## config.mk

```make
export PLATFORM = sky130hd
export DESIGN_NAME = i2c_target
export DESIGN_NICKNAME = d
export VERILOG_FILES = /design/src/rtl/i2c_pkg.sv /design/src/rtl/i2c_sync_edge.sv /design/src/rtl/i2c_target.sv
export SDC_FILE = /design/constraint.sdc
export NUM_CORES = 1
export LEC_CHECK = 0
export BUFFER_PORTS_ARGS = -buffer_cell sky130_fd_sc_hd__buf_2
export CAP_MARGIN = 10
export CORE_UTILIZATION = 45
export DETAILED_ROUTE_END_ITERATION = 10
export GPL_ROUTABILITY_DRIVEN = 1
export PLACE_DENSITY = 0.66
export RECOVER_POWER = 25
export SYNTH_ARGS = -nofsm -noshare
export SYNTH_HDL_FRONTEND = slang
export SYNTH_SLANG_ARGS = --single-unit
export TNS_END_PERCENT = 30
```

## constraint.sdc

```tcl
create_clock -name clk -period 4.5 [get_ports clk]
set_input_delay 0.225 -clock clk [delete_from_list [all_inputs] [get_ports clk]]
set_output_delay 0.225 -clock clk [all_outputs]
set_load 0.03 [all_outputs]
```

## src/rtl/i2c_pkg.sv

```systemverilog
// Shared definitions for the I2C target byte engine.
//   i2c_state_e : byte-engine states
//   I2C_ACK / I2C_NACK : SDA level of the acknowledge bit
//   RW_READ : value of the R/W bit that selects a read transfer
package i2c_pkg;

  typedef enum logic [2:0] {
    S_IDLE,
    S_ADDR,
    S_ADDR_ACK,
    S_WR_DATA,
    S_WR_ACK,
    S_RD_DATA,
    S_RD_ACK,
    S_WAIT_STOP
  } i2c_state_e;

  localparam logic I2C_ACK  = 1'b0;
  localparam logic I2C_NACK = 1'b1;
  localparam logic RW_READ  = 1'b1;

endpackage

```

## src/rtl/i2c_sync_edge.sv

```systemverilog
// Two-flop synchronizer plus history flop for one asynchronous bus line.
//   clk, rst : system clock, synchronous active-high reset
//   d        : asynchronous pad input
//   lvl      : synchronized level
//   rise     : one-cycle pulse on a 0->1 transition of lvl
//   fall     : one-cycle pulse on a 1->0 transition of lvl
// Flops reset to the idle bus level so that reset never fakes an edge.
module i2c_sync_edge
  import i2c_pkg::*;
#(
  parameter logic RST_VAL = 1'b1
) (
  input  logic clk,
  input  logic rst,
  input  logic d,
  output logic lvl,
  output logic rise,
  output logic fall
);

  logic sync_p0;
  logic sync_p1;
  logic hist_p2;

  always_ff @(posedge clk) begin
    if (rst) begin
      sync_p0 <= RST_VAL;
      sync_p1 <= RST_VAL;
      hist_p2 <= RST_VAL;
    end else begin
      // p0/p1: metastability filter
      sync_p0 <= d;
      sync_p1 <= sync_p0;
      // p2: previous synchronized level for edge detection
      hist_p2 <= sync_p1;
    end
  end

  assign lvl  = sync_p1;
  assign rise = sync_p1 & ~hist_p2;
  assign fall = ~sync_p1 & hist_p2;

endmodule

```

## src/rtl/i2c_target.sv

```systemverilog
// Single-address I2C target byte engine (no clock stretching).
//   clk, rst        : system clock, synchronous active-high reset
//   scl_i, sda_i    : asynchronous pad inputs
//   scl_o           : SCL open-drain drive, always released
//   sda_o           : SDA open-drain drive (0 = pull low, 1 = release)
//   wr_valid/wr_data/wr_first : received write byte strobe, data, first-after-address flag
//   rd_req/rd_data  : read byte request pulse; rd_data sampled one clk after rd_req
//   start_det/stop_det : START (incl. repeated) / STOP pulses
//   busy            : addressed and active until STOP, START or read NACK
//   nack_rx         : master NACKed a read byte
module i2c_target
  import i2c_pkg::*;
#(
  parameter logic [6:0] ADDR     = 7'h50,
  parameter int         HOLD_CYC = 4
) (
  input  logic       clk,
  input  logic       rst,
  input  logic       scl_i,
  input  logic       sda_i,
  output logic       scl_o,
  output logic       sda_o,
  output logic       wr_valid,
  output logic [7:0] wr_data,
  output logic       wr_first,
  output logic       rd_req,
  input  logic [7:0] rd_data,
  output logic       start_det,
  output logic       stop_det,
  output logic       busy,
  output logic       nack_rx
);

  localparam int CNT_W = (HOLD_CYC > 1) ? $clog2(HOLD_CYC) : 1;

  logic scl_s, scl_rise, scl_fall;
  logic sda_s, sda_rise, sda_fall;

  i2c_sync_edge u_scl (
    .clk  (clk),
    .rst  (rst),
    .d    (scl_i),
    .lvl  (scl_s),
    .rise (scl_rise),
    .fall (scl_fall)
  );

  i2c_sync_edge u_sda (
    .clk  (clk),
    .rst  (rst),
    .d    (sda_i),
    .lvl  (sda_s),
    .rise (sda_rise),
    .fall (sda_fall)
  );

  logic start_c, stop_c;
  assign start_c = sda_fall & scl_s;
  assign stop_c  = sda_rise & scl_s;

  // Registered control
  i2c_state_e       state, state_n;
  logic [2:0]       bit_cnt, bit_cnt_n;
  logic             byte_done, byte_done_n;   // 8 bits taken (or ACK seen), waiting for scl_fall
  logic             rw, rw_n;
  logic             busy_n;
  logic             first, first_n;           // next write byte is the first after the address
  logic             rd_load;                  // rd_req delayed one cycle: capture rd_data now
  logic             pend_vld, pend_val;
  logic [CNT_W-1:0] pend_cnt;

  // Combinational strobes
  logic       shift, arm, arm_val, rel_now, wr_strobe;
  logic       wr_valid_n, rd_req_n, start_n, stop_n, nack_n;

  // Data
  logic [7:0] sr;
  logic [7:0] rx_byte;
  assign rx_byte = {sr[6:0], sda_s};

  always_comb begin
    state_n     = state;
    bit_cnt_n   = bit_cnt;
    byte_done_n = byte_done;
    rw_n        = rw;
    busy_n      = busy;
    first_n     = first;
    shift       = 1'b0;
    arm         = 1'b0;
    arm_val     = I2C_NACK;
    rel_now     = 1'b0;
    wr_strobe   = 1'b0;
    wr_valid_n  = 1'b0;
    rd_req_n    = 1'b0;
    start_n     = 1'b0;
    stop_n      = 1'b0;
    nack_n      = 1'b0;

    if (start_c) begin
      state_n     = S_ADDR;
      bit_cnt_n   = 3'd0;
      byte_done_n = 1'b0;
      busy_n      = 1'b0;
      rel_now     = 1'b1;
      start_n     = 1'b1;
    end else if (stop_c) begin
      state_n     = S_IDLE;
      bit_cnt_n   = 3'd0;
      byte_done_n = 1'b0;
      busy_n      = 1'b0;
      rel_now     = 1'b1;
      stop_n      = 1'b1;
    end else begin
      unique case (state)
        S_IDLE: ;

        S_ADDR: begin
          if (scl_rise && !byte_done) begin
            shift     = 1'b1;
            bit_cnt_n = bit_cnt + 3'd1;
            if (bit_cnt == 3'd7) begin
              if (rx_byte[7:1] == ADDR) begin
                rw_n        = rx_byte[0];
                busy_n      = 1'b1;
                first_n     = 1'b1;
                byte_done_n = 1'b1;
              end else begin
                state_n = S_WAIT_STOP;
              end
            end
          end else if (scl_fall && byte_done) begin
            arm         = 1'b1;
            arm_val     = I2C_ACK;
            byte_done_n = 1'b0;
            state_n     = S_ADDR_ACK;
          end
        end

        S_ADDR_ACK: begin
          if (scl_rise && rw == RW_READ) begin
            rd_req_n = 1'b1;
          end
          if (scl_fall) begin
            arm = 1'b1;
            if (rw == RW_READ) begin
              arm_val = sr[7];
              state_n = S_RD_DATA;
            end else begin
              arm_val = I2C_NACK;
              state_n = S_WR_DATA;
            end
          end
        end

        S_WR_DATA: begin
          if (scl_rise && !byte_done) begin
            shift     = 1'b1;
            bit_cnt_n = bit_cnt + 3'd1;
            if (bit_cnt == 3'd7) begin
              wr_valid_n  = 1'b1;
              wr_strobe   = 1'b1;
              first_n     = 1'b0;
              byte_done_n = 1'b1;
            end
          end else if (scl_fall && byte_done) begin
            arm         = 1'b1;
            arm_val     = I2C_ACK;
            byte_done_n = 1'b0;
            state_n     = S_WR_ACK;
          end
        end

        S_WR_ACK: begin
          if (scl_fall) begin
            arm     = 1'b1;
            arm_val = I2C_NACK;
            state_n = S_WR_DATA;
          end
        end

        // sr[7] already went out on the entering fall; each later fall
        // presents sr[6] and shifts, the eighth releases for the ACK slot.
        S_RD_DATA: begin
          if (scl_fall) begin
            arm       = 1'b1;
            bit_cnt_n = bit_cnt + 3'd1;
            if (bit_cnt == 3'd7) begin
              arm_val = I2C_NACK;
              state_n = S_RD_ACK;
            end else begin
              arm_val = sr[6];
              shift   = 1'b1;
            end
          end
        end

        S_RD_ACK: begin
          if (scl_rise && !byte_done) begin
            if (sda_s == I2C_NACK) begin
              nack_n  = 1'b1;
              busy_n  = 1'b0;
              state_n = S_WAIT_STOP;
            end else begin
              rd_req_n    = 1'b1;
              byte_done_n = 1'b1;
            end
          end else if (scl_fall && byte_done) begin
            arm         = 1'b1;
            arm_val     = sr[7];
            byte_done_n = 1'b0;
            state_n     = S_RD_DATA;
          end
        end

        S_WAIT_STOP: ;

        default: state_n = S_IDLE;
      endcase
    end
  end

  always_ff @(posedge clk) begin
    if (rst) begin
      state     <= S_IDLE;
      bit_cnt   <= 3'd0;
      byte_done <= 1'b0;
      rw        <= 1'b0;
      busy      <= 1'b0;
      first     <= 1'b0;
      rd_load   <= 1'b0;
      wr_valid  <= 1'b0;
      wr_data   <= 8'h00;
      wr_first  <= 1'b0;
      rd_req    <= 1'b0;
      start_det <= 1'b0;
      stop_det  <= 1'b0;
      nack_rx   <= 1'b0;
    end else begin
      state     <= state_n;
      bit_cnt   <= bit_cnt_n;
      byte_done <= byte_done_n;
      rw        <= rw_n;
      busy      <= busy_n;
      first     <= first_n;
      rd_load   <= rd_req;
      wr_valid  <= wr_valid_n;
      rd_req    <= rd_req_n;
      start_det <= start_n;
      stop_det  <= stop_n;
      nack_rx   <= nack_n;
      if (wr_strobe) begin
        wr_data  <= rx_byte;
        wr_first <= first;
      end
    end
  end

  // SDA updates only through a pending slot armed by scl_fall, so the drive
  // always changes HOLD_CYC cycles into SCL low. START/STOP release at once.
  always_ff @(posedge clk) begin
    if (rst) begin
      sda_o    <= 1'b1;
      pend_vld <= 1'b0;
      pend_val <= 1'b1;
      pend_cnt <= '0;
    end else if (rel_now) begin
      sda_o    <= 1'b1;
      pend_vld <= 1'b0;
    end else if (arm) begin
      pend_vld <= 1'b1;
      pend_val <= arm_val;
      pend_cnt <= CNT_W'(HOLD_CYC - 1);
    end else if (pend_vld) begin
      if (pend_cnt == '0) begin
        sda_o    <= pend_val;
        pend_vld <= 1'b0;
      end else begin
        pend_cnt <= pend_cnt - 1'b1;
      end
    end
  end

  always_ff @(posedge clk) begin
    if (rd_load) begin
      sr <= rd_data;
    end else if (shift) begin
      sr <= rx_byte;
    end
  end

  assign scl_o = 1'b1;

endmodule

```

==> impl_metrics.tcl, run 1 <==
set metrics [dict create \
    clk_pin_slew_ps 80 \
    grt_pass1_wl_mm 6.87 \
    ctsResizeCount 0 \
    dieArea_mm2 0.00494 \
    start_util 0.475 \
    p_switching_uw 164 \
    reg2reg_to "wr_data[6]" \
    synth_fp_nets 235 \
    p_sw_frac 0.238 \
    h-tree-depth 2 \
    cp_data_arrival_time_ps 2510 \
    cts_hold_buf 0 \
    r2r_start "u_scl.lvl" \
    worstMarginPinSlew_ps 1100 \
    drc 0 \
    cts_buffers 5 \
    holdPathEnd "u_scl.sync_p0" \
    p_leak_nw 0.931 \
    routed_wl_mm 4.13 \
    rows 24 \
    clockRootBuffer "clkbuf_8" \
    coreArea_mm2 0.00441 \
    cp.required_ps 4650 \
    clk_path_buf_depth 2 \
    dr.pass1.iters 4 \
    drv_slew 0 \
    finish.utilization 0.517 \
    ff2ff_setup_slack_ps 2130 \
    rsz0062_at_grt "no" \
    antenna_found_initial 0 \
    final_cell_count_no_fill 289 \
    synthCells 220 \
    die_h_um 70.3 \
    yosysUniqueCellTypes 49 \
    grt_start_max_net_pins 28 \
    final_cell_mix "dfxtp_1, nor2_1, mux2i_1, buf_2, a21oi_1" \
    fmax_mhz 422 \
    fin_skew_ps 4.14 \
    postCtsSetupBuffers 0 \
    p_clk_frac 0.359 \
    ir_drop_v 0.000194 \
    cp-end-kind "flop" \
    p_comb_frac 0.047 \
    via_per_inst 5.47 \
    cts_sinks 44 \
    layout_min_cycle_time_ps 2370 \
    startpoint_type "flop" \
    maxCapViolations 0 \
    die_w_um 70.3 \
    ys_seq_area_frac 0.458 \
    avgSynthCellArea_um2 9.53 \
    drtIter0Drc 139 \
    portBuffers 27 \
    syn-cell-area_mm2 0.00210 \
    gr-total-overflow 0 \
    final_layout_size_suffix_gt1_frac 0.177 \
    holdCritStartpoint "scl_i" \
    tns_ps 0 \
    syn_to_final_growth_pct 8.89 \
    hold_viol 0 \
    synth_edf_count 8 \
    antenna_cells 0 \
    hpwl_mm 2.77 \
    reg2reg_depth 5 \
    track_usage 0.178 \
    setup_viol 0 \
    fill_cells 411 \
    internal_power_uw 524 \
    cts_tree "yes" \
    place_congestion 0.832 \
    synthFlopType "dfxtp_1" \
    wire_per_inst_um 14.3 \
    power_density_mw_per_mm2 301 \
    placedCellCount 281 \
    synth.yosys.warnings 0 \
    fin_crit_sh 0.526 \
    path_class "reg -> reg" \
    ys_ff_latch 44 \
    async_flop_share 0 \
    grt_pass1_vias 1419 \
    whs_path_depth 2 \
    hold_path.class "in -> reg" \
    boundaryPins 29 \
    fin_nets 251 \
    p_seq_frac 0.595 \
    crit_fanout 11 \
    antenna_left 0 \
    vias 1581 \
    final_common_cell "dfxtp_1" \
    status "completed" \
    slew_headroom 0.268 \
    clk_latency_ps 300 \
]
==> final cells by class <==
class                      count  area [µm²]  share of cell area
clock buffer                   5        68.8              0.0301
clock inverter                 3        18.8             0.00822
inverter                       7        26.3              0.0115
multi-input combinational    151        1020               0.447
sequential                    44         961               0.421
tap                           52        65.1              0.0285
timing repair buffer          27         124              0.0542
==> sequential cells by signal (all words and copies together) (netlist names), 2 cells and up <==
name,cells
bit_cnt,3
pend_cnt,2
wr_data,8
state,3
sr,8
==> critical path, stage by stage (launching register included) <==
cell and delay [ps]:
dfxtp_1 480, or3b_1 530, nor2_1 200, nand4_1 590
mux2i_1 350, nor2_1 70
==> power by group through the flow <==
stage | Clock (mW) | Combinational, mW | Sequential, mW
6_report | 0.247 | 0.0320 | 0.409
5_1_grt | 0.270 | 0.0350 | 0.410
3_5_place_dp | 0 | 0.0321 | 0.418
3_3_place_gp | 0 | 0.0320 | 0.418
2_1_floorplan | 0 | 0.0280 | 0.414
4_1_cts | 0.256 | 0.0322 | 0.409
==> Yosys cell counts, drive strengths merged, types with 4 or more instances <==
| library cell | count | area, µm² |
|---|---|---|
| dfxtp | 36 | 721 |
| nand2b | 6 | 37.5 |
| o21ai | 7 | 35.0 |
| clkbuf | 11 | 41.3 |
| nand2 | 10 | 37.5 |
| edfxtp | 8 | 240 |
| a21oi | 11 | 55.1 |
| mux2 | 9 | 101 |
| inv | 7 | 26.3 |
| buf | 7 | 48.8 |
| nor2b | 4 | 25.0 |
| mux2i | 18 | 180 |
| nor2 | 25 | 93.8 |
| or2 | 6 | 37.5 |
| nor3 | 4 | 20.0 |
==> metrics by stage <==
stage | worst slack [ps] | area [µm²] | power, mW | hold WS, ps
finish | 2130 | 2280 | 0.688 | 103
global route | 1920 | 2280 | 0.715 | 98.1
CTS | 2150 | 2290 | 0.697 | 91.9
detailed placement | 2160 | 2210 | 0.450 | 394
global placement | 2230 | 2210 | 0.450 | 391
floorplan | 2460 | 2100 | 0.442 | 329
==> layer usage <==
metal | global-route usage | share of wire | vias up
li1 | - | - | 805
met1 | 0.258 | 0.50 | 722
met2 | 0.248 | 0.43 | 45
met3 | 0.0303 | 0.043 | 9
met4 | 0.102 | 0.022 | 0
met5 | 0 | 0 | -
==> worst max path at each step <==
stage	start	endpoint	slack (ps)	cells after the start
finish	u_scl.lvl	wr_data[6]	2130	5
global route	u_scl.lvl	wr_data[4]	1920	5
CTS	u_scl.lvl	wr_data[6]	2150	5
detailed placement	u_scl.lvl	wr_data[3]	2160	5
global placement	u_scl.lvl	wr_data[7]	2230	5
floorplan	byte_done	state[2]	2460	7
==> kinds of logic (layout without fill, tap and decap cells) <==
family	count (synthesis)	after routing	share of synthesized area
xor gates and xnor gates	4	4	0.0167
other	1	1	0.00179
DFF	44	44	0.458
and+or+nand+nor	78	78	0.196
buffers and inverters	25	42	0.0555
adders and majority gates	3	3	0.0179
muxes	27	27	0.134
AOI/OAI and AO/OA	38	38	0.119
Power figures use the tool's default switching activity.
==> run 2: changes to the inputs <==
clock period = 2.5 ns   (was 4.5 ns; I/O delays follow)
==> impl_metrics.tcl, run 2 (same netlist as run 1, synthesis figures left out) <==
set metrics [dict create \
    top_regs "sr (8), wr_data (8)" \
    hpwl_mm 2.89 \
    tns_ps 0 \
    drc 0 \
    grt_pass1_vias 1470 \
    p_leak_nw 0.949 \
    wire_per_inst_um 13.9 \
    cts_buffers 5 \
    dp_slack_ps 431 \
    ff2ff_setup_slack_ps 400 \
    slowest_stage "or4_1" \
    dr.pass1.iters 4 \
    path_class "reg -> reg" \
    status "completed" \
    path_cells "ha_1 -> ha_1 -> o21ai_0 -> a221o_1 -> or4_1 -> a21oi_1" \
    ctsResizeCount 0 \
    antenna_found_initial 0 \
    grt_pass1_wl_mm 7.11 \
    setup_viol 0 \
    cp.required_ps 2730 \
    place_congestion 0.860 \
    vias 1571 \
    clk_path_buf_depth 2 \
    cts_tree "yes" \
    clk_latency_ps 300 \
    syn_to_final_growth_pct 10.7 \
    cts_hold_buf 0 \
    clockRootBuffer "clkbuf_8" \
    fin_nets 257 \
    start_util 0.475 \
    final_cell_count_no_fill 295 \
    routed_wl_mm 4.10 \
    finish.utilization 0.526 \
    die_h_um 70.3 \
    maxCapViolations 0 \
    ir_drop_v 0.000335 \
    coreArea_mm2 0.00441 \
    rows 24 \
    track_usage 0.183 \
    finalWorstSetupSlack_ps 397 \
    fill_cells 417 \
    crit_fanout 8 \
    clk_pin_slew_ps 80 \
    drtIter0Drc 108 \
    cp-end-kind "flop" \
    cts_sinks 44 \
    rsz0062_at_grt "no" \
    multi_input_comb_area_mm2 0.00102 \
    antenna_cells 0 \
    slew_headroom 0.293 \
    gr-total-overflow 0 \
    crit_top_cell "ha_1" \
    postCtsSetupBuffers 0 \
    dieArea_mm2 0.00494 \
    cp_data_arrival_time_ps 2330 \
    portBuffers 27 \
    antenna_left 0 \
    grt_start_max_net_pins 27 \
    final_cell_mix "dfxtp_1, nor2_1, mux2i_1" \
    fin_crit_sh 0.841 \
    h-tree-depth 2 \
    boundaryPins 29 \
    power_density_mw_per_mm2 530 \
    hold_viol 0 \
    fmax_mhz 476 \
    final_layout_size_suffix_gt1_frac 0.181 \
    via_per_inst 5.33 \
    hold_path.class "in -> reg" \
    register_area_um2 961 \
    wirelength_met1_mm 2.06 \
    placedCellCount 287 \
    final_common_cell "dfxtp_1" \
    p_total_mw 1.23 \
    crit_path_max_incr_delay_ps 520 \
    fin_skew_ps 10.5 \
    startpoint_type "flop" \
    route.met3.wl_um 149 \
    drv_slew 0 \
    worstMarginPinSlew_ps 1060 \
    die_w_um 70.3 \
    layout_min_cycle_time_ps 2100 \
    wl_met2_mm 1.81 \
    top_layer_used "met4" \
]
[run 2: cell types whose count changed in the layout (fill, tap and decap cells not counted), sizes merged]
cell	delta
clkinv	-2
buf	+4
clkbuf	+4
[run 2: cell type report]
| cell class | instances | share of cell area |
|---|---|---|
| repair buffers | 33 | 0.0706 |
| clock inverters | 1 | 0.00377 |
| multi-input cells | 151 | 0.439 |
| flip-flops and latches | 44 | 0.414 |
| inverters | 7 | 0.0113 |
| clock buffers | 7 | 0.0329 |
| well taps | 52 | 0.0280 |
[run 2: metrics by stage]
| stage | hold WS (ps) | cell area, µm² |
|---|---|---|
| finish | 10.7 | 2320 |
| global placement | 307 | 2250 |
| detailed placement | 317 | 2250 |
| floorplan | 229 | 2100 |
| global route | 1.65 | 2320 |
| CTS | 4.75 | 2340 |
[run 2: path summary, 6_finish.rpt]
| check | from | to | depth (start not counted) |
|---|---|---|---|
| max | bit_cnt[0] | state[2] | 6 |
| min | scl_i | u_scl.sync_p0 | 2 |
| max reg2reg | bit_cnt[0] | state[2] | 6 |
| min reg2reg | u_scl.sync_p0 | u_scl.lvl | 1 |
[run 2: report_power, final]
part	internal, mW	total, mW	switching (mW)
logic	0.0263	0.0641	0.0377
registers	0.724	0.733	0.00845
clock network	0.200	0.432	0.233
[run 2: worst max-delay path, delay by kind of cell, from the launching register on]
family	cells	cell delay, ps
adder cells (fa/ha/maj)	2	490
AND/OR/NAND/NOR	1	520
AO/OA/AOI/OAI	3	690
flip-flops	1	350
[run 2: metal layers]
metal,up-vias,global-route usage
met1,720,0.263
met4,0,0.0933
met2,30,0.261
li1,815,-
met5,-,0
met3,6,0.0346
==> run 3: changes to the inputs <==
PLACE_DENSITY = 0.68   (was 0.66)
clock period = 1.8 ns   (was 2.5 ns; I/O delays follow)
==> impl_metrics.tcl, run 3 (same netlist as run 1, synthesis figures left out) <==
set metrics [dict create \
    status "finished with violations" \
    violations "setup timing" \
    finish.utilization 0.607 \
    finalWorstSetupSlack_ps -63.0 \
    placedCellCount 312 \
    slowest_stage "or3b_4" \
    start_util 0.475 \
    p_total_mw 1.94 \
    cts_buffers 5 \
    crit_fanout 7 \
    rows 24 \
    hold_path.class "in -> reg" \
    power_density_mw_per_mm2 724 \
    coreArea_mm2 0.00441 \
    final_cell_count_no_fill 322 \
    grt_pass1_wl_mm 7.88 \
    dp_slack_ps -134 \
    cp-end-kind "flop" \
    ir_drop_v 0.000485 \
    place_congestion 0.937 \
    antenna_found_initial 0 \
    dieArea_mm2 0.00494 \
    hpwl_mm 3.26 \
    drtIter0Drc 98 \
    wire_per_inst_um 14.7 \
    drv_slew 0 \
    fin_skew_ps 10.1 \
    clk_pin_slew_ps 80 \
    grt_pass1_vias 1693 \
    crit_path_max_incr_delay_ps 420 \
    die_h_um 70.3 \
    cp.required_ps 2020 \
    slew_headroom 0.671 \
    multi_input_comb_area_mm2 0.00109 \
    cts_sinks 44 \
    final_layout_size_suffix_gt1_frac 0.352 \
    register_area_um2 966 \
    startpoint_type "flop" \
    h-tree-depth 2 \
    clk_latency_ps 300 \
    fin_crit_sh 1.04 \
    worst_hold_slack_ps 90.7 \
    portBuffers 27 \
    grt_start_max_net_pins 16 \
    fill_cells 358 \
    path_cells "or3b_4 -> and3_4 -> a221o_1 -> or3_1 -> a211oi_2" \
    final_cell_mix "dfxtp_1, buf_4, nor2_1" \
    die_w_um 70.3 \
    drc 0 \
    hold_viol 0 \
    syn_to_final_growth_pct 27.7 \
    path_class "reg -> reg" \
    track_usage 0.204 \
    clockRootBuffer "clkbuf_8" \
    antenna_cells 0 \
    p_leak_nw 1.15 \
    routed_wl_mm 4.73 \
    cts_tree "yes" \
    gr-total-overflow 0 \
    dr.pass1.iters 4 \
    worstMarginPinSlew_ps 488 \
    top_regs "sr (8), wr_data (8)" \
    boundaryPins 29 \
    via_per_inst 5.47 \
    rsz0062_at_grt "yes" \
    clk_path_buf_depth 2 \
    cp_data_arrival_time_ps 2080 \
    antenna_left 0 \
    fin_nets 284 \
    maxCapViolations 0 \
    setup_viol 2 \
    layout_min_cycle_time_ps 1860 \
    final_common_cell "dfxtp_1" \
    vias 1760 \
    fmax_mhz 537 \
]
==> run 3: worst paths after layout <==
check | start | endpoint | slack [ps] | cells after the start
min | rd_data[1] | sr[1] | 90 | 2
max reg2reg | u_scl.lvl | state[1] | -60 | 5
max | u_scl.lvl | state[1] | -60 | 5
min reg2reg | u_sda.sync_p0 | u_sda.lvl | 410 | 1
==> run 3: stage by stage <==
stage	cell area [µm²]	TNS (ps)
floorplan	2100	-441
global placement	2470	-748
detailed placement	2470	-1260
CTS	2630	-85.0
global route	2680	-790
finish	2680	-118
==> run 3: critical path, delay by kind of cell, from the launching register on <==
family,cells,cell delay [ps]
AND/OR/NAND/NOR,3,970
AO/OA/AOI/OAI,2,490
flip-flops,1,330
==> run 3: layout make-up <==
cell class / count / share of cell area
Inverter: 7 / 0.00981
Tap cell: 52 / 0.0243
Sequential cell: 44 / 0.361
Timing Repair Buffer: 60 / 0.153
Clock inverter: 2 / 0.0145
Multi-Input combinational cell: 151 / 0.407
Clock buffer: 6 / 0.0308
==> run 3: repair_timing <==
action                     in CTS  in global routing
setup endpoints to repair      12                 13
hold endpoints to repair        2                  0
hold buffers                    2                  0
resized for setup               7                 17
buffers inserted                0                  0
pin swaps                       4                  3
==> run 3: power breakdown <==
group	leakage, nW	internal (mW)	switching, mW	total, mW
combinational	0.720	0.0601	0.0667	0.127
sequential	0.364	1.01	0.00995	1.02
clock	0.0614	0.454	0.343	0.797
total	1.15	1.52	0.420	1.94
==> run 3: routing by layer <==
| metal | part of all wire | global-route usage |
|---|---|---|
| met5 | 0 | 0 |
| met4 | 0.015 | 0.0800 |
| met3 | 0.065 | 0.0433 |
| met2 | 0.46 | 0.313 |
| met1 | 0.46 | 0.279 |
